===== config.mk =====
export PLATFORM = sky130hd
export DESIGN_NAME = sram_access_ctrl
export DESIGN_NICKNAME = d
export VERILOG_FILES = /design/src/rtl/sram_access_ctrl.sv
export SDC_FILE = /design/constraint.sdc
export NUM_CORES = 1
export LEC_CHECK = 0
export BUFFER_PORTS_ARGS = -buffer_cell sky130_fd_sc_hd__buf_4
export CAP_MARGIN = 20
export CORE_MARGIN = 3
export CORE_UTILIZATION = 50
export CTS_BUF_LIST = sky130_fd_sc_hd__clkbuf_8
export CTS_CLUSTER_DIAMETER = 60
export CTS_CLUSTER_SIZE = 10
export DETAILED_ROUTE_END_ITERATION = 7
export GPL_ROUTABILITY_DRIVEN = 0
export MAX_ROUTING_LAYER = met4
export PLACE_DENSITY = 0.78
export SYNTH_ARGS = -nofsm -noshare
export SYNTH_HDL_FRONTEND = slang
export SYNTH_SLANG_ARGS = --single-unit

===== constraint.sdc =====
create_clock -name clk -period 4 [get_ports clk]
set_input_delay 0.8 -clock clk [delete_from_list [all_inputs] [get_ports clk]]
set_output_delay 0.8 -clock clk [all_outputs]
set_load 0.005 [all_outputs]

===== src/rtl/sram_access_ctrl.sv =====
`default_nettype none
// ============================================================================
//  Module      : sram_access_ctrl
//  Description : Memory-stage controller for a 16-bit asynchronous SRAM.
//                Splits each 32-bit load/store from EX/MEM into two 16-bit
//                SRAM accesses (low half, then high half), each held on the
//                bus for WAIT_CYCLES cycles, and stalls the pipeline through
//                `ready` while the access is in progress.
//  Ports       : clk, rst          - clock, asynchronous active-high reset
//                rd_en, wr_en      - load / store request (store wins)
//                address           - byte address of the 32-bit word
//                write_data        - store data
//                read_data         - last completed load word
//                ready             - 0 freezes the pipeline
//                sram_addr         - SRAM half-word address
//                sram_dq_out/_oe   - pad write data and output enable
//                sram_dq_in        - pad read data
//                sram_we_n         - active-low write strobe
//  Revision    : 1.0 - initial release
// ============================================================================
module sram_access_ctrl #(
    parameter logic [31:0] BASE_ADDR   = 32'd1024,
    parameter int          ADDR_W      = 18,
    parameter int          WAIT_CYCLES = 2
) (
    input  logic              clk,
    input  logic              rst,
    input  logic              rd_en,
    input  logic              wr_en,
    input  logic [31:0]       address,
    input  logic [31:0]       write_data,
    output logic [31:0]       read_data,
    output logic              ready,
    output logic [ADDR_W-1:0] sram_addr,
    output logic [15:0]       sram_dq_out,
    output logic              sram_dq_oe,
    input  logic [15:0]       sram_dq_in,
    output logic              sram_we_n
);

    localparam logic [1:0] c_IDLE = 2'd0;
    localparam logic [1:0] c_LO   = 2'd1;
    localparam logic [1:0] c_HI   = 2'd2;
    localparam logic [1:0] c_DONE = 2'd3;

    localparam logic [3:0] c_LAST = 4'(WAIT_CYCLES - 1);

    logic [1:0]  r_state;
    logic [3:0]  r_cnt;
    logic [31:0] r_addr;
    logic [31:0] r_wdata;
    logic        r_is_wr;
    logic [15:0] r_lo;
    logic [31:0] r_rdata;

    logic        w_req;
    logic        w_last;
    logic        w_busy;
    logic        w_half;
    logic [31:0] w_offset;
    logic        w_unused;

    assign w_req    = rd_en | wr_en;
    assign w_last   = (r_cnt == c_LAST);
    assign w_busy   = (r_state == c_LO) || (r_state == c_HI);
    assign w_half   = (r_state == c_HI);
    // Byte offset into the SRAM; bits above ADDR_W drop out so the map wraps.
    assign w_offset = r_addr - BASE_ADDR;
    // Byte-lane bits and wrapped-away upper bits are intentionally ignored.
    assign w_unused = ^{w_offset[31:ADDR_W+1], w_offset[1:0]};

    always_ff @(posedge clk or posedge rst) begin
        if (rst) begin
            r_state <= c_IDLE;
            r_cnt   <= 4'd0;
            r_addr  <= 32'd0;
            r_wdata <= 32'd0;
            r_is_wr <= 1'b0;
            r_lo    <= 16'd0;
            r_rdata <= 32'd0;
        end else begin
            case (r_state)
                c_IDLE: begin
                    if (w_req) begin
                        r_addr  <= address;
                        r_wdata <= write_data;
                        r_is_wr <= wr_en;
                        r_cnt   <= 4'd0;
                        r_state <= c_LO;
                    end
                end
                c_LO: begin
                    if (w_last) begin
                        r_cnt   <= 4'd0;
                        r_state <= c_HI;
                        if (!r_is_wr) begin
                            r_lo <= sram_dq_in;
                        end
                    end else begin
                        r_cnt <= r_cnt + 4'd1;
                    end
                end
                c_HI: begin
                    if (w_last) begin
                        r_cnt   <= 4'd0;
                        r_state <= c_DONE;
                        // read_data only changes once the full word is in hand.
                        if (!r_is_wr) begin
                            r_rdata <= {sram_dq_in, r_lo};
                        end
                    end else begin
                        r_cnt <= r_cnt + 4'd1;
                    end
                end
                // Requests seen in DONE belong to the finishing instruction.
                c_DONE:  r_state <= c_IDLE;
                default: r_state <= c_IDLE;
            endcase
        end
    end

    always_comb begin
        sram_addr   = '0;
        sram_dq_out = 16'd0;
        sram_dq_oe  = 1'b0;
        sram_we_n   = 1'b1;
        if (w_busy) begin
            sram_addr = {w_offset[ADDR_W:2], w_half};
            if (r_is_wr) begin
                sram_dq_oe  = 1'b1;
                sram_we_n   = 1'b0;
                sram_dq_out = w_half ? r_wdata[31:16] : r_wdata[15:0];
            end
        end
    end

    // Reset holds ready high so the pipeline is never frozen during reset.
    assign ready = rst
                 | (r_state == c_DONE)
                 | ((r_state == c_IDLE) & ~w_req);

    assign read_data = r_rdata;

endmodule
`default_nettype wire


==> results of run 1 <==
[layer usage]
layer	vias up	wire length [um]
met5	-	0
met4	0	80
met3	8	575
met2	101	4234
met1	1489	4110
li1	1428	-
[cell usage after synthesis (4+ instances only)]
| master | instances |
|---|---|
| ha_1 | 8 |
| inv_1 | 8 |
| buf_2 | 10 |
| nand2b_1 | 4 |
| and2_1 | 10 |
| mux2_1 | 41 |
| clkbuf_1 | 4 |
| o21ai_0 | 6 |
| nor2_1 | 18 |
| mux2i_1 | 17 |
| mux2_2 | 57 |
| dfrtp_1 | 104 |
| nand2_1 | 5 |
[stage by stage]
step,power (mW),instances
finish,4.633,579
global route,5.008,579
CTS,4.677,578
detailed placement,4.093,562
global placement,3.989,562
floorplan,3.121,328
[where the power goes]
| part | internal [mW] | switching [mW] |
|---|---|---|
| sequential | 1.59 | 0.306 |
| clock | 0.226 | 0.351 |
| combinational | 1.29 | 0.872 |
[state kept, by name (all words and copies together), names as in the netlist]
signal	count
r_lo	16
r_is_wr	1
r_cnt	4
r_state	2
r_wdata	32
read_data	32
r_addr	17
[how the worst max path moves through the flow]
stage | slack, ps | startpoint | end | depth (start not counted)
floorplan | 470 | rst | r_addr[10]$_DFFE_PP0P_ | 1
global placement | 1050 | r_state[1]$_DFFE_PP0P_ | sram_dq_out[11] | 5
detailed placement | 940 | r_state[1]$_DFFE_PP0P_ | sram_dq_out[12] | 5
CTS | 540 | r_state[1]$_DFFE_PP0P_ | sram_dq_out[12] | 5
global route | 290 | r_state[1]$_DFFE_PP0P_ | sram_dq_out[12] | 5
finish | 600 | r_state[1]$_DFFE_PP0P_ | sram_dq_out[12] | 5
[area by class of cell]
class	instances	area (sq um)	share of cell area [%]
repair buffers	142	1086	18.45
clock inverters	7	48.80	0.8289
inverters	8	32.53	0.5526
multi-input cells	201	1858	31.56
flip-flops and latches	104	2603	44.21
clock buffers	9	123.9	2.104
well taps	108	135.1	2.295
[critical path, stage by stage, from the launching register on]
cell and delay (ps):
dfrtp_1 410, inv_1 100, ha_1 740, nand2_1 600, nor2_1 260, buf_4 140
[logic make-up (layout without fill, tap and decap cells)]
logic type      count (synthesis)  after routing  share of synthesized area (%)
compound gates                 19             19                          2.829
xor+xnor                        2              2                         0.3846
simple gates                   57             57                          7.168
mux                           115            115                          27.96
flops                         104            104                          57.13
fa+ha+maj                       8              8                          2.197
buf+inv                        23            166                          2.334
==> run_results.csv, run 1 <==
group,metric,value,unit
status,status,"completed",
placed_design,post_dp_cell_area,5687,sq um
floorplan,die_h,101.5,um
global_routing,grtUsageMet2,28.92,%
cts,cts_sinks,104,
worst_hold_path,holdCritStartpoint,"r_lo[15]$_DFFE_PP0P_",
floorplan,ios,153,
final_layout,final_nets,558,
cts,clk_pin_slew,100,ps
global_routing,grt_pass1_wl,14520,um
cts,h-tree-depth,3,
global_routing,grt_max_degree,54,
synth,synth_seq_area_share,57.13,%
timing,tns,0,ps
worst_setup_path,start_kind,"register",
route,num_vias,3026,
route,drtIter0Drc,58,
timing,rsz0062_at_grt,"false",
worst_setup_path,crit_type,"register to output pin",
synth,synth-warning-count,0,
timing,maxSlewHeadroom,54.35,%
final_layout,drive_gt1_share,46.50,%
floorplan,die_w,101.5,um
timing,timing.final.ws_setup,599.4,ps
synth,syn_nets,420,
global_routing,use_met3,4.683,%
pwr,cellPowerDensity,787.1,nW/um^2
worst_setup_path,crit_required,3200,ps
synth,synth-edff-count,0,
timing,setup_violations,0,
timing,skew,14.61,ps
floorplan,fp-row-count,34,
global_routing,first_global_vias,3090,
global_routing,use_met1,24.20,%
worst_setup_path,reg2reg_to,"r_cnt[3]$_DFFE_PP0P_",
worst_hold_path,whs_endpoint,"read_data[15]$_DFFE_PP0P_",
timing,max_clock_freq,294.1,MHz
cts,tritoncts,"done",
final_layout,diodes,0,
worst_setup_path,r2r_cells,4,
placed_design,dp_hpwl,6572,um
route,wirelength,9000,um
timing,final_max_slew_viol_count,0,
worst_hold_path,hold_depth,1,
global_routing,track_usage,18.49,%
final_layout,final_cell_area,5887,sq um
cts,clk_path_buf_depth,2,
floorplan,die-area,10290,sq um
worst_setup_path,r2r_setup_slack,2000,ps
route,routedWlPerCell,15.54,um
global_routing,antenna_found_initial,0,
timing,period_share,85.02,%
final_layout,final_common_cell,"buf_4",
timing,worst_slew_pin_slew,684.8,ps
synth,ys_top_cells_by_area,"dfrtp_1 (57%), mux2_2 (14%), mux2_1 (10%), mux2i_1 (3.7%), ha_1 (2.2%)",
synth,synth.cell_area,4556,sq um
route,drt_first_pass_iters,4,
placed_design,io_buffers,137,
final_layout,syn_to_final_growth,29.22,%
cts,cts_hold_buf,0,
worst_setup_path,rr_startpoint,"r_state[1]$_DFFE_PP0P_",
global_routing,busiest_layer,"met2",
route,drcViolationCount,0,
worst_hold_path,hold_path.class,"register to register",
synth,ys_types,39,
synth,yosys.area.top_type_share,57.13,%
route,ant_nets,0,
timing,min_period,3401,ps
synth,syn_avg_cell_area,13.89,sq um
synth,syn-instance-count,328,
worst_setup_path,end_kind,"output pin",
synth,synth_top_area_cell,"dfrtp_1",
pwr,p_leak,2.780,nW
cts,clockRootBuffer,"clkbuf_8",
cts,post_cts_buffers,0,
final_layout,final_cell_mix,"buf_4 (141), dfrtp_1 (104), mux2_2 (57)",
synth,yosys_most_used_dff,"dfrtp_1",
final_layout,fillers,675,
placed_design,pre_cts_ws,944.0,ps
timing,timing.hold.ws,488.7,ps
cts,clk_latency,350,ps
floorplan,core-area,8806,sq um
synth,ys_ff_latch,104,
synth,async_reset_ff_share,100.0,%
route,viasPerCell,5.226,
worst_setup_path,cp_max_fo,27,
timing,final_hold_viol_count,0,
global_routing,overflow,0,
cts,cts_resized,0,
worst_setup_path,cp.arrival,2600,ps
cts,cts_buffers,9,
flow_run,max-cap-violations,0,
floorplan,start_util,51.73,%
final_layout,final_core_util,66.85,%
pwr,vdd_drop_max,0.5055,mV
(Power assumes the default switching activity.)
==> inputs of run 2 (changes only) <==
--- a/config.mk
+++ b/config.mk
@@ -16,6 +16,7 @@
 export GPL_ROUTABILITY_DRIVEN = 0
 export MAX_ROUTING_LAYER = met4
 export PLACE_DENSITY = 0.78
+export RECOVER_POWER = 100
 export SYNTH_ARGS = -nofsm -noshare
 export SYNTH_HDL_FRONTEND = slang
 export SYNTH_SLANG_ARGS = --single-unit
==> run 2 against run 1 <==
The run now ends with max-capacitance violations, max-slew violations left. Flip-flop and latch count unchanged. Clock power about the same. Die area stayed put. Critical path depth rose by 1. Via count is 0.66% lower. Critical path type unchanged.
==> run_results.csv, run 2 (synthesis gave the netlist of run 1 again) <==
group,metric,value,unit
floorplan,start_util,51.73,%
timing,rsz0062_at_grt,"false",
route,num_vias,3006,
route,drtIter0Drc,60,
route,ant_nets,0,
worst_setup_path,critPathMaxStageDelay,900,ps
pwr,cellPowerDensity,782.7,nW/um^2
cts,clk_latency,350,ps
cts,post_cts_buffers,0,
placed_design,dp_cells,562,
placed_design,dp_hpwl,6572,um
timing,timing.hold.ws,488.7,ps
final_layout,final_cell_area,5794,sq um
global_routing,antenna_found_initial,0,
cts,h-tree-depth,3,
timing,max_clock_freq,290.8,MHz
timing,final_hold_viol_count,0,
cts,tritoncts,"done",
worst_setup_path,worstSetupStartpoint,"r_state[0]$_DFFE_PP0P_",
placed_design,post_dp_cell_area,5687,sq um
timing,timing.final.ws_setup,561.0,ps
cts,cts_buffers,9,
global_routing,grt_max_degree,54,
floorplan,fp-row-count,34,
final_layout,drive_gt1_share,43.10,%
timing,min_period,3439,ps
cts,clk_pin_slew,100,ps
worst_setup_path,cp_max_fo,16,
worst_setup_path,cpMaxStageDelayCell,"clkbuf_1",
worst_setup_path,crit_required,3200,ps
floorplan,core-area,8806,sq um
route,routedWlPerCell,15.50,um
route,drcViolationCount,0,
timing,skew,13.75,ps
worst_hold_path,holdCritStartpoint,"r_lo[15]$_DFFE_PP0P_",
cts,cts_resized,0,
floorplan,die_w,101.5,um
final_layout,final_common_cell,"dfrtp_1",
cts,clk_path_buf_depth,2,
route,viasPerCell,5.192,
global_routing,first_global_vias,3090,
timing,worst_slew_pin_slew,2286,ps
route,m1WireLength,4089,um
timing,period_share,85.98,%
final_layout,diodes,0,
placed_design,io_buffers,137,
worst_hold_path,hold_path.class,"register to register",
final_layout,final_cell_mix,"dfrtp_1 (104), buf_4 (77), mux2_2 (57)",
pwr,vdd_drop_max,0.5025,mV
status,violations,"max-capacitance violations, max-slew violations",
global_routing,overflow,0,
global_routing,track_usage,18.49,%
final_layout,syn_to_final_growth,27.19,%
worst_setup_path,start_kind,"register",
placed_design,pre_cts_ws,944.0,ps
final_layout,stdcell_count,579,
worst_setup_path,rr_startpoint,"r_state[0]$_DFFE_PP0P_",
floorplan,die_h,101.5,um
final_layout,final_nets,558,
route,wirelength,8977,um
floorplan,die-area,10290,sq um
cts,cts_sinks,104,
worst_setup_path,end_kind,"output pin",
worst_setup_path,path_cells,"inv_1 > ha_1 > clkbuf_1 > mux2i_1 > nor2_1 > clkbuf_4",
route,dr_wl_met2,4213,um
cts,clockRootBuffer,"clkbuf_8",
global_routing,grt_pass1_wl,14520,um
timing,tns,0,ps
route,top_layer_used,"met4",
timing,maxSlewHeadroom,-53.27,%
status,status,"finished, violations left",
route,wl_met3,599,um
worst_setup_path,crit_type,"register to output pin",
timing,final_max_slew_viol_count,87,
cts,cts_hold_buf,0,
floorplan,ios,153,
timing,setup_violations,0,
flow_run,max-cap-violations,2,
pwr,p_leak,2.689,nW
route,drt_first_pass_iters,6,
worst_setup_path,cp.arrival,2640,ps
run 2: cell count changes in the layout (fill, tap and decap cells not counted), sizes merged:
cell	before	now
buf	142	77
clkbuf	9	74
clkinvlp	3	4
inv	10	9
run 2: report_power, final:
part           total [mW]  switching [mW]  internal [mW]
sequential           1.89           0.303           1.59
clock               0.578           0.352          0.226
combinational        2.07           0.859           1.21
run 2: metal layers:
layer | vias up | track usage (%)
li1 | 1426 | -
met1 | 1472 | 24.20
met2 | 100 | 28.92
met3 | 8 | 4.683
met4 | 0 | 4.806
met5 | - | -
run 2: final cells by class:
class	instances	area (sq um)
Clock buffer	9	123.9
Clock inverter	7	48.80
Fill cell	693	3012
Inverter	8	31.28
Multi-Input combinational cell	201	1834
Sequential cell	104	2603
Tap cell	108	135.1
Timing Repair Buffer	142	1018
run 2: stage by stage:
step / utilization (%) / total power [mW]
after floorplan: - / 3.121
after global placement: 64.58 / 3.989
after detailed placement: 64.58 / 4.093
after CTS: 66.54 / 4.677
after global routing: 65.80 / 4.900
final: 65.80 / 4.535
run 2: worst paths after layout:
path	endpoint	slack [ps]	depth (start not counted)
max	sram_dq_out[10]	560	6
min	read_data[15]$_DFFE_PP0P_	490	1
max reg2reg	read_data[30]$_DFFE_PP0P_	1270	5
min reg2reg	read_data[15]$_DFFE_PP0P_	490	1
max in group asynchronous	r_addr[2]$_DFFE_PP0P_	910	3
min in group asynchronous	r_lo[7]$_DFFE_PP0P_	1050	2
run 2: critical path, delay by kind of cell (launching register included):
family	cells	cell delay (ps)
adders and majority gates	1	290
buffers and inverters	3	1200
DFF	1	410
muxes	1	310
and+or+nand+nor	1	70
